File: src/rtl/layer_ctrl_pkg.sv
// Shared types and sizing helpers for the layer sequencing controller.
// Counter widths are derived from the layer geometry so the counters never wrap mid-phase.
package layer_ctrl_pkg;

  localparam int N_NEURONS_DEF = 4;
  localparam int K_DEF         = 4;
  localparam int DW_DEF        = 16;
  localparam int MAC_LAT_DEF   = 4;

  typedef enum logic [2:0] {
    IDLE,
    LOAD,
    COLLECT,
    FIRE,
    RESULT
  } state_e;

  function automatic int cnt_w(input int n);
    return (n > 1) ? $clog2(n) : 1;
  endfunction

  function automatic int beat_cnt_w(input int n_neurons, input int k);
    return cnt_w(n_neurons * k);
  endfunction

  // Fire counter must reach K+MAC_LAT: one extra step for the capture cycle.
  function automatic int fire_cnt_w(input int k, input int mac_lat);
    return cnt_w(k + mac_lat + 1);
  endfunction

  function automatic int ptr_w(input int k);
    return cnt_w(k);
  endfunction

endpackage

File: src/rtl/layer_seq_ctrl_vec_buf.sv
// K-entry input vector buffer: written in order while collecting, read by index while firing.
// Holds pure data, so it carries no reset.
module vec_buf #(
  parameter int K  = 4,
  parameter int DW = 16,
  parameter int PW = 2
) (
  input  logic          clk,
  input  logic          we_i,
  input  logic [PW-1:0] wptr_i,
  input  logic [DW-1:0] wdata_i,
  input  logic [PW-1:0] rptr_i,
  output logic [DW-1:0] rdata_o
);

  logic [DW-1:0] mem_q [K];

  always_ff @(posedge clk) begin
    if (we_i) begin
      mem_q[wptr_i] <= wdata_i;
    end
  end

  assign rdata_o = mem_q[rptr_i];

endmodule

File: src/rtl/layer_seq_ctrl.sv
// Layer sequencer: streams weights into the neuron RAMs, buffers one input vector,
// fires all neurons in lock-step and hands back their thresholded outputs.
module layer_seq_ctrl
  import layer_ctrl_pkg::*;
#(
  parameter int N_NEURONS = N_NEURONS_DEF,
  parameter int K         = K_DEF,
  parameter int DW        = DW_DEF,
  parameter int MAC_LAT   = MAC_LAT_DEF
) (
  input  logic                 clk,
  input  logic                 rst_n,
  input  logic                 cfg_valid,
  output logic                 cfg_ready,
  input  logic [DW-1:0]        cfg_data,
  input  logic                 in_valid,
  output logic                 in_ready,
  input  logic [DW-1:0]        in_data,
  output logic [DW-1:0]        wgt_o,
  output logic [N_NEURONS-1:0] str_wgt_o,
  output logic                 start_o,
  output logic [DW-1:0]        x_o,
  input  logic [N_NEURONS-1:0] y_i,
  output logic                 out_valid,
  input  logic                 out_ready,
  output logic [N_NEURONS-1:0] out_data,
  output logic                 wgt_loaded
);

  localparam int BCW = beat_cnt_w(N_NEURONS, K);
  localparam int FCW = fire_cnt_w(K, MAC_LAT);
  localparam int PW  = ptr_w(K);

  localparam logic [BCW-1:0] BEAT_LAST = BCW'(N_NEURONS * K - 1);
  localparam logic [PW-1:0]  IN_LAST   = PW'(K - 1);
  localparam logic [FCW-1:0] FIRE_XEND = FCW'(K);
  localparam logic [FCW-1:0] FIRE_LAST = FCW'(K + MAC_LAT);

  state_e               state_q, state_d;
  logic [BCW-1:0]       beat_q, beat_d;
  logic [PW-1:0]        in_cnt_q, in_cnt_d;
  logic [FCW-1:0]       fire_q, fire_d;
  logic [DW-1:0]        wgt_q, wgt_d;
  logic [N_NEURONS-1:0] str_q, str_d;
  logic                 start_q, start_d;
  logic [DW-1:0]        x_q, x_d;
  logic [N_NEURONS-1:0] out_data_q, out_data_d;
  logic                 out_valid_q, out_valid_d;
  logic                 loaded_q, loaded_d;

  logic                 cfg_acc;
  logic                 in_acc;
  logic [DW-1:0]        buf_rd;

  // A simultaneous cfg beat in IDLE takes priority, so the input side is held off.
  assign cfg_ready = rst_n & ((state_q == IDLE) | (state_q == LOAD));
  assign in_ready  = rst_n & (((state_q == IDLE) & loaded_q & ~cfg_valid) |
                              (state_q == COLLECT));
  assign cfg_acc   = cfg_valid & cfg_ready;
  assign in_acc    = in_valid & in_ready;

  vec_buf #(
    .K  (K),
    .DW (DW),
    .PW (PW)
  ) u_vec_buf (
    .clk     (clk),
    .we_i    (in_acc),
    .wptr_i  (in_cnt_q),
    .wdata_i (in_data),
    .rptr_i  (fire_q[PW-1:0]),
    .rdata_o (buf_rd)
  );

  always_comb begin
    state_d     = state_q;
    beat_d      = beat_q;
    in_cnt_d    = in_cnt_q;
    fire_d      = fire_q;
    wgt_d       = wgt_q;
    str_d       = '0;
    start_d     = 1'b0;
    x_d         = '0;
    out_data_d  = out_data_q;
    out_valid_d = out_valid_q;
    loaded_d    = loaded_q;

    if (cfg_acc) begin
      wgt_d    = cfg_data;
      loaded_d = 1'b0;
      for (int n = 0; n < N_NEURONS; n++) begin
        str_d[n] = ((int'(beat_q) / K) == n);
      end
      if (beat_q == BEAT_LAST) begin
        beat_d   = '0;
        loaded_d = 1'b1;
        state_d  = IDLE;
      end else begin
        beat_d  = beat_q + 1'b1;
        state_d = LOAD;
      end
    end

    if (in_acc) begin
      if (in_cnt_q == IN_LAST) begin
        in_cnt_d = '0;
        fire_d   = '0;
        state_d  = FIRE;
      end else begin
        in_cnt_d = in_cnt_q + 1'b1;
        state_d  = COLLECT;
      end
    end

    // Start is registered one step behind the fire count; the final count is the
    // cycle the neurons see their last start, so y_i is settled and captured there.
    case (state_q)
      FIRE: begin
        if (fire_q == FIRE_LAST) begin
          out_data_d  = y_i;
          out_valid_d = 1'b1;
          fire_d      = '0;
          state_d     = RESULT;
        end else begin
          start_d = 1'b1;
          x_d     = (fire_q < FIRE_XEND) ? buf_rd : '0;
          fire_d  = fire_q + 1'b1;
        end
      end
      RESULT: begin
        if (out_ready) begin
          out_valid_d = 1'b0;
          state_d     = IDLE;
        end
      end
      default: ;
    endcase
  end

  always_ff @(posedge clk or negedge rst_n) begin
    if (!rst_n) begin
      state_q     <= IDLE;
      beat_q      <= '0;
      in_cnt_q    <= '0;
      fire_q      <= '0;
      wgt_q       <= '0;
      str_q       <= '0;
      start_q     <= 1'b0;
      x_q         <= '0;
      out_data_q  <= '0;
      out_valid_q <= 1'b0;
      loaded_q    <= 1'b0;
    end else begin
      state_q     <= state_d;
      beat_q      <= beat_d;
      in_cnt_q    <= in_cnt_d;
      fire_q      <= fire_d;
      wgt_q       <= wgt_d;
      str_q       <= str_d;
      start_q     <= start_d;
      x_q         <= x_d;
      out_data_q  <= out_data_d;
      out_valid_q <= out_valid_d;
      loaded_q    <= loaded_d;
    end
  end

  assign wgt_o      = wgt_q;
  assign str_wgt_o  = str_q;
  assign start_o    = start_q;
  assign x_o        = x_q;
  assign out_data   = out_data_q;
  assign out_valid  = out_valid_q;
  assign wgt_loaded = loaded_q;

endmodule

File: config.mk
export PLATFORM = sky130hd
export DESIGN_NAME = layer_seq_ctrl
export DESIGN_NICKNAME = d
export VERILOG_FILES = /design/src/rtl/layer_ctrl_pkg.sv /design/src/rtl/layer_seq_ctrl_vec_buf.sv /design/src/rtl/layer_seq_ctrl.sv
export SDC_FILE = /design/constraint.sdc
export NUM_CORES = 1
export LEC_CHECK = 0
export ABC_AREA = 1
export CAP_MARGIN = 20
export CELL_PAD_IN_SITES_DETAIL_PLACEMENT = 0
export CELL_PAD_IN_SITES_GLOBAL_PLACEMENT = 1
export CORE_MARGIN = 5
export CORE_UTILIZATION = 40
export CTS_CLUSTER_DIAMETER = 100
export DETAILED_ROUTE_END_ITERATION = 8
export PLACE_DENSITY_LB_ADDON = 0.1
export SLEW_MARGIN = 20
export SYNTH_ARGS = -nofsm -noshare
export SYNTH_HDL_FRONTEND = slang
export SYNTH_SLANG_ARGS = --single-unit
File: constraint.sdc
create_clock -name clk -period 6.27 [get_ports clk]
set_clock_uncertainty 0.15 [all_clocks]
set_input_delay 1.254 -clock clk [delete_from_list [all_inputs] [get_ports clk]]
set_output_delay 1.254 -clock clk [all_outputs]
set_load 0.02 [all_outputs]
==> metrics.txt <==
worst slew pin tran=slightly above 900 ps; Worst Hold Endpoint=out_data[3]; number of cells upsized or downsized after cts=0; Bufs on Longest Clock Path=2; DR vias/cell=4.74; Final Setup Violations=0; worst-path cell chain=clkdlybuf4s50_1, inv_1, nand2_1, nand2_1, and2_1, clkdlybuf4s50_1; routed wire length per instance=15.1 um; via count of the routed design=between 3k and 4k; Placed Area=0.00564 mm^2; Hold Fails Final Rpt=0; Slowest-stage cell, CP=clkdlybuf4s50_1; Fmax=0.246 GHz; final setup TNS=0 ps; worst ir drop on vdd=174 uV; CTS sink count=120; critical path endpoint category=output pin; power share of the clock group=50.8%; sequential share of power=47.1%; Fillers=1006; drt pass-1 iters=4; All-Layer GR Usage=14.7%; min cycle time layout=4070 ps; P_int=1.44 mW; max cap viols=0; Yosys reg bits=120; synth unique cells=27; hold buffers post-CTS=0; Inserted Clock Buffers=17; Rows=39; Starting DRT DRC Count=162; class of the worst hold path=reg -> reg; worst hold start=out_data[3]; die height=118 um; initial antenna violation count=0; hold depth=2; Core Area=0.0114 mm^2; status=completed; max_slew headroom=37.9%; Syn Area/Cell=11.5 um^2; sw frac=18.8%; Net Count, Synth=454; Root Buffer=clkbuf_16; yosys warns=0; DRT Wirelength=9.87 mm; register area share after synthesis=71.2%; Syn-to-layout area delta=32.8%; Area contributors post-synth=edfxtp_1, dfrtp_1, nand2_1; type of origin of the critical path=input pin; Post-CTS Setup Repair Bufs=0; mapped cell area=0.00467 mm^2; Yosys top cell by area=edfxtp_1; net switching power=333 uW; FF/Latch Area=0.00332 mm^2; starting density of the core=between 40 and 50%; die span in x=118 um; share of post-route cells with drive strength above 1=10.1%; vias in the first global route=roughly 3.1k; total power=~1.8 mW; clk slew on worst S/H paths=approximately 50 ps; largest net degree at the start of global routing=between 50 and 60; total power per unit cell area=285 mW/mm^2; area of the multi-input gates=approximately 0.0012 mm^2; global-route wire length before repair=roughly 16 mm; TritonCTS clock tree=done; top cell type's share of synthesized area=41.2%; Crit Path Class=in -> out; CP max stage delay=600 ps; hpwl dp=between 5 and 6 mm; Die ar.=0.0139 mm^2; fin nets=548; critical path required time=about 4900 ps; Leak=between 2 and 3 nW; Post-DRT Antenna Nets=0; Critical Path AT=2670 ps; CP Max Fanout=3; R2R Path End=out_data[1]; Worst-Skew Late Latency=400 ps; Ant. Diodes=0; r2r worst-path depth=8; R2R Setup Slk=3630 ps; Reg-to-Reg Start=fire_q[0]; combinational share of power=2.1%; Residual DRC=0; routability cong.=approximately 0.7; H-tree Lvls=4; max-slew violations=0; RSZ-0062 raised after global routing=false; GRT Residual Overflow=0; worst hold margin=320 ps; input/output buffers=85; Cells after Synth=406; final instance area=0.00620 mm^2; Tcrit/Tclk final=65.0%; Ports=86
-- worst max-delay path, delay by kind of cell --
kind,cells,cell delay (ps)
simple gates,3,310
buf+inv,3,1100
-- registers in the layout (all words and copies together) (netlist names) --
name,cells
out_data,4
beat_q,4
in_cnt_q,2
str_wgt_o,4
wgt_loaded,1
start_o,1
state_q,3
wgt_o,16
fire_q,4
x_o,16
out_valid,1
u_vec_buf.mem_q,64
-- through the flow --
stage / worst slack (ps) / std cells / utilization (%)
2_1_floorplan: 3190 / 406 / -
3_3_place_gp: 2190 / 624 / 49.4
3_5_place_dp: 2200 / 624 / 49.4
4_1_cts: 2190 / 656 / 54.3
5_1_grt: 2110 / 656 / 54.3
6_report: 2200 / 656 / 54.3
-- routing by layer --
| metal | vias up | share of wire, % | GRT usage [%] |
|---|---|---|---|
| met2 | 86 | 48 | 23.5 |
| met1 | 1471 | 46 | 18.5 |
| met5 | - | 0 | 0 |
| met3 | 8 | 5.0 | 5.09 |
| met4 | 0 | 1.0 | 5.23 |
| li1 | 1542 | - | - |
-- final cells by class --
| class | count | area share, % |
|---|---|---|
| Clock buffer | 23 | 7.87 |
| Clock inverter | 9 | 1.19 |
| Inverter | 18 | 1.09 |
| Multi-Input combinational cell | 253 | 19.1 |
| Sequential cell | 120 | 53.6 |
| Tap cell | 143 | 2.89 |
| Timing Repair Buffer | 90 | 14.2 |
-- power by group through the flow --
stage               combinational (mW)  clock, mW  sequential (mW)
finish                          0.0367      0.899            0.833
global route                    0.0408      0.959            0.832
CTS                             0.0378      0.919            0.833
detailed placement              0.0376          0            0.847
global placement                0.0373          0            0.847
floorplan                     0.000127          0            0.848
-- cell usage in the layout (no fill, tap or decap), drive strengths merged, types with 3 or more instances in the layout --
| master | count |
|---|---|
| edfxtp | 64 |
| clkinv | 6 |
| inv | 18 |
| nor2 | 77 |
| buf | 6 |
| dfrtp | 56 |
| nand3 | 15 |
| xor2 | 3 |
| a21oi | 19 |
| clkbuf | 23 |
| clkdlybuf4s50 | 84 |
| nor3 | 4 |
| ha | 7 |
| o21ai | 36 |
| nand2 | 88 |
-- cells in the mapped netlist --
cell      instances
nand2_1          84
nor2_1           73
edfxtp_1         64
dfrtp_1          56
o21ai_0          35
a21oi_1          19
inv_1            13
nand3_1          12
buf_2             8
ha_1              7
inv_2             5
nor3_1            4
nand2_2           3
nand3_2           3
xor2_1            3
buf_4             2
buf_6             2
clkbuf_2          2
nor2_2            2
nor2_4            2
and2_1            1
clkbuf_1          1
nand2_4           1
nand4_1           1
o21a_1            1
o21ai_2           1
xnor2_1           1
-- cell families (layout without fill, tap and decap cells) --
| kind of cell | Yosys count | after routing | share of synthesized area [%] |
|---|---|---|---|
| AND/OR/NAND/NOR | 186 | 186 | 16.6 |
| AO/OA/AOI/OAI | 56 | 56 | 6.14 |
| adder cells (fa/ha/maj) | 7 | 7 | 1.88 |
| buffers and inverters | 33 | 140 | 3.40 |
| flip-flops | 120 | 120 | 71.2 |
| XOR/XNOR | 4 | 4 | 0.751 |
-- how the worst max path moves through the flow --
stage	from	end	slack [ps]
final	cfg_valid	in_ready	2200
after global routing	cfg_valid	in_ready	2110
after CTS	cfg_valid	in_ready	2190
after detailed placement	cfg_valid	in_ready	2200
after global placement	cfg_valid	in_ready	2190
after floorplan	rst_n	in_ready	3190
(Power assumes the default switching activity.)
==> RTL change, RTL diff (same flow settings) <==
The package constant `N_NEURONS_DEF` goes from 4 to 6.
--- a/src/rtl/layer_ctrl_pkg.sv
+++ b/src/rtl/layer_ctrl_pkg.sv
@@ -2,7 +2,7 @@
 // Counter widths are derived from the layer geometry so the counters never wrap mid-phase.
 package layer_ctrl_pkg;
 
-  localparam int N_NEURONS_DEF = 4;
+  localparam int N_NEURONS_DEF = 6;
   localparam int K_DEF         = 4;
   localparam int DW_DEF        = 16;
   localparam int MAC_LAT_DEF   = 4;
Interface: changed (resized out_data, str_wgt_o and y_i); port bits go from 86 to 92. No check against the original RTL was run, so the function may have changed too.
==> RTL change against the unedited design <==
Highest routed layer unchanged; total power increased by 12%; largest cell class unchanged; non-clock buffer count increased by 7; area after synthesis increased by 3.7%; sequential cell count increased by 5; die area increased by 3.4%; routed wire length increased by 3.3%; setup slack improved by 5.1 ps; largest power group unchanged; cell count increased by 5.6%; final area increased by 5.8%.
==> RTL change: results (changes against the unedited design) <==
* Post-synth EDFFs at 64 (unchanged)
* Outcome: finished, final reports clean
* Clk slew on worst S/H paths at 60 ps
* Largest net degree at the start of global routing at 48 (-17%)
* Worst Tran Pin Value at 943 ps (+11.9 ps)
* GPL Wtd Cong at 0.710 (+1.1%)
* Crit path max-delay family: buffers and inverters
* Via count at 3296 (+6.1%)
* Root buf cell: clkbuf_16
* CP max-delay cell: clkdlybuf4s50_1
* Netlist cell types at 27 (unchanged)
* Synth top area cells: edfxtp_1 (40%), dfrtp_1 (32%), nand2_1 (7.2%)
* NetSw at 0.000377 W (+13%)
* Arrival @ worst endpoint at 2660 ps (about the same)
* # diodes at 0 (unchanged)
* Worst-Skew Late Latency at 400 ps (about the same)
* Drt wl/cell at 14.7 um (-2.2%)
* Hold depth at 2 (unchanged)
* R2R depth at 8 (unchanged)
* Critical path peak fanout at 3 (unchanged)
* Largest register FFs at 64 (unchanged)
* Syn Nets at 482 (+6.2%)
* Synth cell count leaders: nand2_1 (93), nor2_1 (84), edfxtp_1 (64), dfrtp_1 (61), o21ai_0 (33)
* Register area share after synthesis at 0.712 (about the same)
* Final nets at 583 (+6.4%)
* Fillers at 1037 (+3.1%)
* Initial antenna violation count at 0 (unchanged)
* Leakage at 2.70 nW (+6.3%)
* Final HPWL DP at 6.51 mm (+11%)
* Initial DRC Count at 176 (+8.6%)
* CTS resizes at 0 (unchanged)
* Share of post-route cells with drive strength above 1 at 0.0861 (-0.0153)
* Flop2flop setup slack at 3730 ps (+100 ps)
* Placement-stage cell area at 5880 um^2 (+4.3%)
* Initial DRT Pass Iterations at 4 (unchanged)
* Worst r2r dst: out_data[5]
* Global-route wire length before repair at 16.5 mm (+1.5%)
* Clock buffer depth at 2 (unchanged)
* Worst r2r src: fire_q[0]
* Worst vdd ir at 160 uV (-7.9%)
* Global Route Usage Sum at 0.150 (+0.00287)
* Yosys synthesis warning count at 0 (unchanged)
* Setup Fix Bufs, Post-CTS at 0 (unchanged)
* Reg with most FFs: u_vec_buf.mem_q
* # port buffers at 91 (+7.1%)
* H-Tree Depth at 4 (unchanged)
* Min-delay worst type: reg2reg
* Max stage delay on crit path at 600 ps (about the same)
* Share of flip-flops with an asynchronous set or reset at 0.488 (+0.0213)
* Min-delay src: out_data[4]
* Hold EP: out_data[4]
* Cts bufs inserted at 17 (unchanged)
## RTL change: worst max-delay path by stage
| stage | start | depth (start not counted) | end | slack, ps |
|---|---|---|---|---|
| 2_1_floorplan | cfg_valid | 4 | in_ready | 3190 |
| 3_3_place_gp | rst_n | 6 | beat_q[3] | 2180 |
| 3_5_place_dp | rst_n | 6 | beat_q[3] | 2080 |
| 4_1_cts | cfg_valid | 6 | in_ready | 2190 |
| 5_1_grt | rst_n | 5 | in_ready | 2050 |
| 6_report | cfg_valid | 6 | in_ready | 2200 |
## RTL change: tightest hold or removal path, cell delays in order (launching register included)
cell and delay (ps):
dfrtp_1 340, nand2_1 50, nand2_1 50
## RTL change: area by class of cell
class	count	area, um^2	share of cell area
flip-flops and latches	125	3450	0.526
inverters	20	76.3	0.0116
repair buffers	97	958	0.146
multi-input cells	272	1230	0.188
well taps	147	184	0.0280
clock buffers	17	425	0.0649
clock inverters	15	234	0.0357
## RTL change: logic make-up (layout without fill, tap and decap cells)
kind of cell | count (synthesis) | after routing | synth area share
xor+xnor | 3 | 3 | 0.00543
compound gates | 57 | 57 | 0.0594
simple gates | 205 | 205 | 0.172
buf+inv | 35 | 149 | 0.0333
fa+ha+maj | 7 | 7 | 0.0181
flops | 125 | 125 | 0.712
## RTL change: power groups by stage
stage / Clock [W] / Sequential, W / Combinational, W
after floorplan: 0 / 0.000881 / 0.000000432
after global placement: 0 / 0.000880 / 0.0000393
after detailed placement: 0 / 0.000880 / 0.0000398
after CTS: 0.00109 / 0.000864 / 0.0000401
after global routing: 0.00113 / 0.000864 / 0.0000434
final: 0.00107 / 0.000864 / 0.0000389
## RTL change: stage by stage
| step | hold WS (ps) | instances | utilization | setup WS, ps |
|---|---|---|---|---|
| 2_1_floorplan | 318 | 432 | - | 3190 |
| 6_report | 323 | 693 | 0.548 | 2200 |
| 3_3_place_gp | 304 | 660 | 0.492 | 2180 |
| 4_1_cts | 323 | 692 | 0.547 | 2190 |
| 3_5_place_dp | 310 | 660 | 0.492 | 2080 |
| 5_1_grt | 341 | 693 | 0.548 | 2050 |
## RTL change: routing by layer
layer,GRT usage,routed length (um)
met1,0.187,4520
met2,0.243,4980
met3,0.0471,567
met4,0.0573,131
met5,0,0
